## config.mk

```make
export PLATFORM = sky130hd
export DESIGN_NAME = cache_miss_handler_flat
export DESIGN_NICKNAME = d
export VERILOG_FILES = /design/src/rtl/cache_miss_handler_if.sv /design/src/rtl/cache_miss_handler.sv /design/src/flat_wrapper.sv
export SDC_FILE = /design/constraint.sdc
export NUM_CORES = 1
export LEC_CHECK = 0
export ABC_CLOCK_PERIOD_IN_PS = 2600
export BUFFER_PORTS_ARGS = -buffer_cell sky130_fd_sc_hd__buf_2
export CAP_MARGIN = 10
export CORE_UTILIZATION = 41
export DETAILED_ROUTE_END_ITERATION = 16
export GPL_TIMING_DRIVEN = 0
export MAX_ROUTING_LAYER = met4
export PLACE_DENSITY = 0.68
export SLEW_MARGIN = 10
export SYNTH_ARGS = -nofsm -noshare
export SYNTH_HDL_FRONTEND = slang
export SYNTH_SLANG_ARGS = --single-unit
export TNS_END_PERCENT = 1
```

## constraint.sdc

```tcl
create_clock -name clk -period 2.6 [get_ports clk]
set_clock_uncertainty 0.2 [all_clocks]
set_input_delay 0 -clock clk [delete_from_list [all_inputs] [get_ports clk]]
set_output_delay 0 -clock clk [all_outputs]
set_load 0.01 [all_outputs]
```

## src/rtl/cache_miss_handler_if.sv

```systemverilog
// Bundles the CPU request/response, cache lookup/fill and memory fetch signals
// of the cache miss handler. The handler connects through the master modport.
interface cache_miss_handler_if #(
    parameter int CNT_W = 16
);
    logic             cpu_valid;
    logic [31:0]      cpu_addr;
    logic             cpu_ready;

    logic             resp_valid;
    logic             resp_hit;
    logic             resp_err;
    logic [31:0]      resp_addr;

    logic [31:0]      c_addr;
    logic             c_we;
    logic             c_oe;
    logic             c_found;

    logic             mem_req;
    logic [31:0]      mem_addr;
    logic             mem_ack;

    logic [CNT_W-1:0] hit_count;
    logic [CNT_W-1:0] miss_count;

    modport master (
        input  cpu_valid, cpu_addr, c_found, mem_ack,
        output cpu_ready, resp_valid, resp_hit, resp_err, resp_addr,
        output c_addr, c_we, c_oe, mem_req, mem_addr, hit_count, miss_count
    );

    modport slave (
        output cpu_valid, cpu_addr, c_found, mem_ack,
        input  cpu_ready, resp_valid, resp_hit, resp_err, resp_addr,
        input  c_addr, c_we, c_oe, mem_req, mem_addr, hit_count, miss_count
    );
endinterface

```

## src/rtl/cache_miss_handler.sv

```systemverilog
// Sequences one CPU request at a time through tag lookup, memory fetch on miss,
// cache fill and response, keeping saturating hit/miss statistics.
module cache_miss_handler #(
    parameter int TIMEOUT = 255,
    parameter int CNT_W   = 16
) (
    input  logic                  clk,
    input  logic                  rst,
    cache_miss_handler_if.master  bus
);
    typedef enum logic [2:0] {
        S_IDLE,
        S_LOOKUP,
        S_MISS_REQ,
        S_FILL,
        S_RESP
    } state_t;

    localparam logic [15:0] TMO_LAST = 16'(TIMEOUT - 1);

    state_t           state_q, state_d;
    logic [31:0]      addr_q, addr_d;
    logic             hit_q, hit_d;
    logic             err_q, err_d;
    logic [15:0]      tmr_q, tmr_d;
    logic [CNT_W-1:0] hit_cnt_q, hit_cnt_d;
    logic [CNT_W-1:0] miss_cnt_q, miss_cnt_d;

    function automatic logic [CNT_W-1:0] sat_inc(input logic [CNT_W-1:0] v);
        return (&v) ? v : v + 1'b1;
    endfunction

    always_ff @(posedge clk) begin
        if (rst) begin
            state_q    <= S_IDLE;
            addr_q     <= '0;
            hit_q      <= 1'b0;
            err_q      <= 1'b0;
            tmr_q      <= '0;
            hit_cnt_q  <= '0;
            miss_cnt_q <= '0;
        end else begin
            state_q    <= state_d;
            addr_q     <= addr_d;
            hit_q      <= hit_d;
            err_q      <= err_d;
            tmr_q      <= tmr_d;
            hit_cnt_q  <= hit_cnt_d;
            miss_cnt_q <= miss_cnt_d;
        end
    end

    always_comb begin
        state_d    = state_q;
        addr_d     = addr_q;
        hit_d      = hit_q;
        err_d      = err_q;
        tmr_d      = tmr_q;
        hit_cnt_d  = hit_cnt_q;
        miss_cnt_d = miss_cnt_q;
        case (state_q)
            S_IDLE: begin
                if (bus.cpu_valid) begin
                    addr_d  = bus.cpu_addr;
                    hit_d   = 1'b0;
                    err_d   = 1'b0;
                    state_d = S_LOOKUP;
                end
            end
            S_LOOKUP: begin
                if (bus.c_found) begin
                    hit_cnt_d = sat_inc(hit_cnt_q);
                    hit_d     = 1'b1;
                    state_d   = S_RESP;
                end else begin
                    miss_cnt_d = sat_inc(miss_cnt_q);
                    tmr_d      = '0;
                    state_d    = S_MISS_REQ;
                end
            end
            S_MISS_REQ: begin
                // An ack on the expiry edge still counts as a successful fetch.
                if (bus.mem_ack) begin
                    state_d = S_FILL;
                end else if (tmr_q == TMO_LAST) begin
                    err_d   = 1'b1;
                    state_d = S_RESP;
                end else begin
                    tmr_d = tmr_q + 16'd1;
                end
            end
            S_FILL: state_d = S_RESP;
            S_RESP: state_d = S_IDLE;
            default: state_d = S_IDLE;
        endcase
    end

    // Every output decodes from registered state, so none is combinational on inputs.
    assign bus.cpu_ready  = (state_q == S_IDLE);
    assign bus.resp_valid = (state_q == S_RESP);
    assign bus.resp_hit   = hit_q;
    assign bus.resp_err   = err_q;
    assign bus.resp_addr  = addr_q;
    assign bus.c_addr     = addr_q;
    assign bus.c_oe       = (state_q == S_LOOKUP);
    assign bus.c_we       = (state_q == S_FILL);
    assign bus.mem_req    = (state_q == S_MISS_REQ);
    assign bus.mem_addr   = addr_q;
    assign bus.hit_count  = hit_cnt_q;
    assign bus.miss_count = miss_cnt_q;

endmodule
```

## src/flat_wrapper.sv

```systemverilog
// flat-port wrapper written by rule: the top's interface ports become plain ports
module cache_miss_handler_flat 
#(
    parameter int TIMEOUT = 255,
    parameter int CNT_W   = 16
)
  (clk, rst, bus_cpu_valid, bus_cpu_addr, bus_c_found, bus_mem_ack, bus_cpu_ready, bus_resp_valid, bus_resp_hit, bus_resp_err, bus_resp_addr, bus_c_addr, bus_c_we, bus_c_oe, bus_mem_req, bus_mem_addr, bus_hit_count, bus_miss_count);
  cache_miss_handler_if #(.CNT_W(CNT_W)) bus_i ();
  input  logic clk;
  input  logic rst;
  input wire logic [$bits(bus_i.cpu_valid)-1:0] bus_cpu_valid;
  input wire logic [$bits(bus_i.cpu_addr)-1:0] bus_cpu_addr;
  input wire logic [$bits(bus_i.c_found)-1:0] bus_c_found;
  input wire logic [$bits(bus_i.mem_ack)-1:0] bus_mem_ack;
  output wire logic [$bits(bus_i.cpu_ready)-1:0] bus_cpu_ready;
  output wire logic [$bits(bus_i.resp_valid)-1:0] bus_resp_valid;
  output wire logic [$bits(bus_i.resp_hit)-1:0] bus_resp_hit;
  output wire logic [$bits(bus_i.resp_err)-1:0] bus_resp_err;
  output wire logic [$bits(bus_i.resp_addr)-1:0] bus_resp_addr;
  output wire logic [$bits(bus_i.c_addr)-1:0] bus_c_addr;
  output wire logic [$bits(bus_i.c_we)-1:0] bus_c_we;
  output wire logic [$bits(bus_i.c_oe)-1:0] bus_c_oe;
  output wire logic [$bits(bus_i.mem_req)-1:0] bus_mem_req;
  output wire logic [$bits(bus_i.mem_addr)-1:0] bus_mem_addr;
  output wire logic [$bits(bus_i.hit_count)-1:0] bus_hit_count;
  output wire logic [$bits(bus_i.miss_count)-1:0] bus_miss_count;
  assign bus_i.cpu_valid = bus_cpu_valid;
  assign bus_i.cpu_addr = bus_cpu_addr;
  assign bus_i.c_found = bus_c_found;
  assign bus_i.mem_ack = bus_mem_ack;
  assign bus_cpu_ready = bus_i.cpu_ready;
  assign bus_resp_valid = bus_i.resp_valid;
  assign bus_resp_hit = bus_i.resp_hit;
  assign bus_resp_err = bus_i.resp_err;
  assign bus_resp_addr = bus_i.resp_addr;
  assign bus_c_addr = bus_i.c_addr;
  assign bus_c_we = bus_i.c_we;
  assign bus_c_oe = bus_i.c_oe;
  assign bus_mem_req = bus_i.mem_req;
  assign bus_mem_addr = bus_i.mem_addr;
  assign bus_hit_count = bus_i.hit_count;
  assign bus_miss_count = bus_i.miss_count;
  cache_miss_handler #(.TIMEOUT(TIMEOUT), .CNT_W(CNT_W)) u_core (.clk(clk), .rst(rst), .bus(bus_i));
endmodule
```

==> flow_results.xml <==
<?xml version="1.0" encoding="UTF-8"?>
<metrics>
  <group name="critical_path">
    <metric name="critical_path_depth" unit="">5</metric>
    <metric name="worst_setup_path_end_kind" unit="">register</metric>
    <metric name="worst_setup_path_start_kind" unit="">register</metric>
    <metric name="startpoint_of_the_worst_setup_timing_path" unit="">u_core.state_q[0]</metric>
    <metric name="largest_fanout_on_the_critical_path" unit="">10</metric>
    <metric name="critical_path.most_common_cell" unit="">clkbuf_1</metric>
    <metric name="timing.critical_path.slowest_stage_cell" unit="">or4b_1</metric>
    <metric name="ws_path_type" unit="">register to register</metric>
    <metric name="crit_chain" unit="">clkbuf_1, or4b_1, clkbuf_1, a21oi_1, mux2_1</metric>
    <metric name="ff2ff_path_depth" unit="">5</metric>
    <metric name="critical-path-max-stage-delay" unit="ns">0.46</metric>
    <metric name="critical_path.top_delay_family" unit="">buffers and inverters</metric>
    <metric name="critical_path_required" unit="ns">2.65</metric>
    <metric name="critical_path_arrival" unit="ns">2.44</metric>
    <metric name="timing.rr.start" unit="">u_core.state_q[0]</metric>
    <metric name="worst-path-buf-inv" unit="">2</metric>
  </group>
  <group name="synth">
    <metric name="synth-async-reset-ratio" unit="%">0</metric>
    <metric name="netlist_top_cells_area" unit="">dfxtp_1 38%, buf_4 11%, nand2_1 6.8%</metric>
    <metric name="yosysTopAreaCellShare" unit="%">38.1</metric>
    <metric name="synth_top_area_cell" unit="">dfxtp_1</metric>
    <metric name="yosysSeqAreaShare" unit="%">38.1</metric>
    <metric name="post_synth_num_cell_types" unit="">56</metric>
    <metric name="post_synthesis_cells" unit="">551</metric>
    <metric name="synth_ff_type" unit="">dfxtp_1</metric>
    <metric name="syn_nets" unit="">592</metric>
    <metric name="post_synth.cell_area_avg" unit="um2">8.11</metric>
    <metric name="synth_enable_flop_cells" unit="">0</metric>
    <metric name="synth.yosys.warnings" unit="">0</metric>
    <metric name="synth.ff_latch_count" unit="">85</metric>
    <metric name="synthesis.area" unit="um2">4470</metric>
  </group>
  <group name="sta">
    <metric name="fin_crit" unit="ns">2.39</metric>
    <metric name="final_setup_violation_count" unit="">0</metric>
    <metric name="worst_slew_pin_slew" unit="ns">0.658</metric>
    <metric name="period_share" unit="%">91.9</metric>
    <metric name="max_slew_margin" unit="%">56.1</metric>
    <metric name="timing.final.max_slew_violations" unit="">0</metric>
    <metric name="max_clock_freq" unit="MHz">418</metric>
    <metric name="hold_violations" unit="">0</metric>
    <metric name="grt_setup_unrepaired" unit="">no</metric>
    <metric name="setup_slack" unit="ns">0.210</metric>
    <metric name="timing.setup.tns" unit="ns">0</metric>
  </group>
  <group name="place">
    <metric name="pre_cts_slack" unit="ns">0.223</metric>
    <metric name="port_buffers" unit="">171</metric>
    <metric name="detailed_place_hpwl" unit="mm">9.86</metric>
    <metric name="place_congestion" unit="">0.888</metric>
  </group>
  <group name="power_and_ir_drop">
    <metric name="seqPwrFrac" unit="%">47.1</metric>
    <metric name="proportion_of_power_drawn_by_combinational_gates" unit="%">19.9</metric>
    <metric name="vdd.ir_drop.worst" unit="mV">0.249</metric>
    <metric name="power_frac_clock" unit="%">33.0</metric>
    <metric name="power_density" unit="nW/um2">490</metric>
    <metric name="sw_frac_of_total" unit="%">28.3</metric>
    <metric name="p_int" unit="uW">2130</metric>
    <metric name="switching_component_of_the_power" unit="uW">842</metric>
    <metric name="cellLeakagePower" unit="uW">0.00277</metric>
  </group>
  <group name="routing">
    <metric name="post-route-drc-count" unit="">0</metric>
    <metric name="detail_route.wirelength" unit="mm">14.1</metric>
    <metric name="route.vias.total" unit="">4845</metric>
    <metric name="wl_per_cell" unit="um">15.5</metric>
    <metric name="route.antenna.remaining_nets" unit="">0</metric>
    <metric name="drt-vias-per-instance" unit="">5.32</metric>
    <metric name="drtIter0Drc" unit="">298</metric>
    <metric name="detail_route.first_pass.iterations" unit="">7</metric>
  </group>
  <group name="clocking">
    <metric name="clock_sinks" unit="">85</metric>
    <metric name="tritoncts.num_buffers" unit="">9</metric>
    <metric name="clk-insertion-delay-late" unit="ns">0.36</metric>
    <metric name="htree_num_levels" unit="">3</metric>
    <metric name="root_buffer" unit="">clkbuf_8</metric>
    <metric name="clock_path_buffers" unit="">2</metric>
    <metric name="tritoncts" unit="">built</metric>
    <metric name="post-cts-setup-buffers" unit="">0</metric>
    <metric name="worst_setup_hold_path_clk_slew" unit="ns">0.09</metric>
  </group>
  <group name="global_routing">
    <metric name="grt_pass1_vias" unit="">4489</metric>
    <metric name="grt_max_degree" unit="">14</metric>
    <metric name="grt_use_total" unit="%">25.5</metric>
    <metric name="met2_grt_util" unit="%">42.1</metric>
    <metric name="grt-ovfl-total" unit="">0</metric>
    <metric name="grt_util_met3" unit="%">3.43</metric>
    <metric name="number_of_antenna_violations_at_the_first_check_in_global_routing" unit="">0</metric>
    <metric name="grt.busiest_layer" unit="">met2</metric>
    <metric name="first_pass_grt_wire_length" unit="mm">22.2</metric>
    <metric name="met1_usage" unit="%">31.2</metric>
  </group>
  <group name="floorplan">
    <metric name="initial_utilization" unit="%">42.7</metric>
    <metric name="floorplan.core_area" unit="um2">10500</metric>
    <metric name="die_h" unit="um">106</metric>
    <metric name="die_width" unit="um">106</metric>
    <metric name="fp-row-count" unit="">37</metric>
    <metric name="die_area" unit="um2">11300</metric>
    <metric name="num_io_pins" unit="">172</metric>
  </group>
  <group name="final_layout">
    <metric name="fillerInstances" unit="">981</metric>
    <metric name="final_layout_size_suffix_gt1_share" unit="%">34.3</metric>
    <metric name="nets" unit="">811</metric>
    <metric name="insertedDiodeCount" unit="">0</metric>
    <metric name="layout_stage_area_growth_over_the_synthesis_result" unit="%">35.8</metric>
  </group>
  <group name="job">
    <metric name="drv_cap" unit="">0</metric>
  </group>
  <group name="hold_path">
    <metric name="holdCritStartpoint" unit="">bus_cpu_addr[13]</metric>
    <metric name="min_path_type" unit="">primary input to register</metric>
    <metric name="min_delay_path_depth" unit="">4</metric>
  </group>
  <group name="run_status">
    <metric name="run_status" unit="">complete, no violations</metric>
  </group>
</metrics>
==> worst reg2reg max path, stage by stage, from the launching register on <==
cell and delay, ns:
dfxtp_1 0.38, clkbuf_1 0.32, or4b_1 0.46, clkbuf_1 0.25
a21oi_1 0.30, mux2_1 0.36
==> synth_stat cells (all sizes together), types with 3 or more instances <==
cell type and number:
dfxtp 85, nand2 81, buf 70, a21oi 58
clkbuf 24, nand4 21, nor2 20, nand3 16
inv 15, o21ai 14, or4 13, o31ai 12
nor3 10, o211ai 9, or3 9, a211oi 8
and3 8, and4 6, nor2b 6, o311ai 6
a31oi 5, mux2 5, o41ai 5, and2 4
ha 4, nand2b 3, nor4 3, nor4b 3
or2 3
==> flip-flops by register name (all words and copies together), names as in the netlist <==
name,cells
u_core.bus.c_addr,32
u_core.bus.miss_count,16
u_core.bus.resp_hit,1
u_core.bus.resp_err,1
u_core.tmr_q,16
u_core.bus.hit_count,16
u_core.state_q,3
==> final timing paths <==
path,end,slack [ns]
max,u_core.bus.miss_count[0],0.21
min,u_core.bus.c_addr[13],0.22
max reg2reg,u_core.bus.miss_count[0],0.21
min reg2reg,u_core.bus.c_addr[29],0.29
==> placed cells by master, fill, tap and decap left out, types with 6 or more instances in the layout <==
cell and count:
o21ai_0 9, and4_1 6, nor2_1 20, or3_1 9, buf_2 177, inv_1 14
nand4_1 19, o211ai_1 9, nand2_1 81, and3_1 8, a21oi_1 58, nor2b_1 6
clkbuf_8 11, dlygate4sd3_1 37, buf_4 64, clkbuf_1 25, or4_1 13, o31ai_1 12
a211oi_1 8, dfxtp_1 85, nand3_1 16, nor3_1 10
==> layout make-up <==
cell class                      instances  area [um2]  area share (%)
Inverter                               15        56.3           0.928
Multi-Input combinational cell        357        2110            34.8
Tap cell                              136         170            2.80
Clock buffer                           13         159            2.62
Sequential cell                        85        1700            28.0
Clock inverter                          3        43.8           0.722
Timing Repair Buffer                  208        1230            20.2
Buffer                                 94         602            9.92
==> repair_timing <==
action,in CTS,in global routing
hold endpoints to repair,49,0
setup endpoints to repair,0,1
hold buffers,37,0
gates resized for setup,0,2
==> through the flow <==
stage | instances | util (%) | hold slack, ns | cell area, um2 | total power, uW
5_1_grt | 911 | 58.0 | 0.228 | 6070 | 3120
2_1_floorplan | 551 | - | -0.0640 | 4470 | 1750
4_1_cts | 911 | 58.0 | 0.204 | 6070 | 3000
3_3_place_gp | 858 | 52.5 | 0.0431 | 5500 | 1970
3_5_place_dp | 858 | 52.5 | 0.0508 | 5500 | 1980
6_report | 911 | 58.0 | 0.218 | 6070 | 2980
==> metal layers <==
layer	vias to the layer above	part of all wire (%)
li1	2372	-
met4	0	1.9
met2	194	49
met3	21	6.2
met1	2258	43
met5	-	0
==> power groups by stage <==
| stage | logic, uW | registers, uW | clock network [uW] |
|---|---|---|---|
| global route | 644 | 1410 | 1070 |
| floorplan | 307 | 1440 | 0 |
| finish | 592 | 1400 | 982 |
| global placement | 537 | 1430 | 0 |
| detailed placement | 544 | 1430 | 0 |
| CTS | 590 | 1400 | 1010 |
==> cells by family (layout without fill, tap and decap cells) <==
kind of cell	count (synthesis)	after routing	share of synthesized area (%)
and+or+nand+nor	216	216	26.0
adders and majority gates	4	4	1.12
DFF	85	85	38.1
muxes	6	6	1.48
xor gates and xnor gates	1	1	0.196
AOI/OAI and AO/OA	130	130	18.4
buffers and inverters	109	333	14.7
Note: power is estimated with default switching activity, not from simulation.
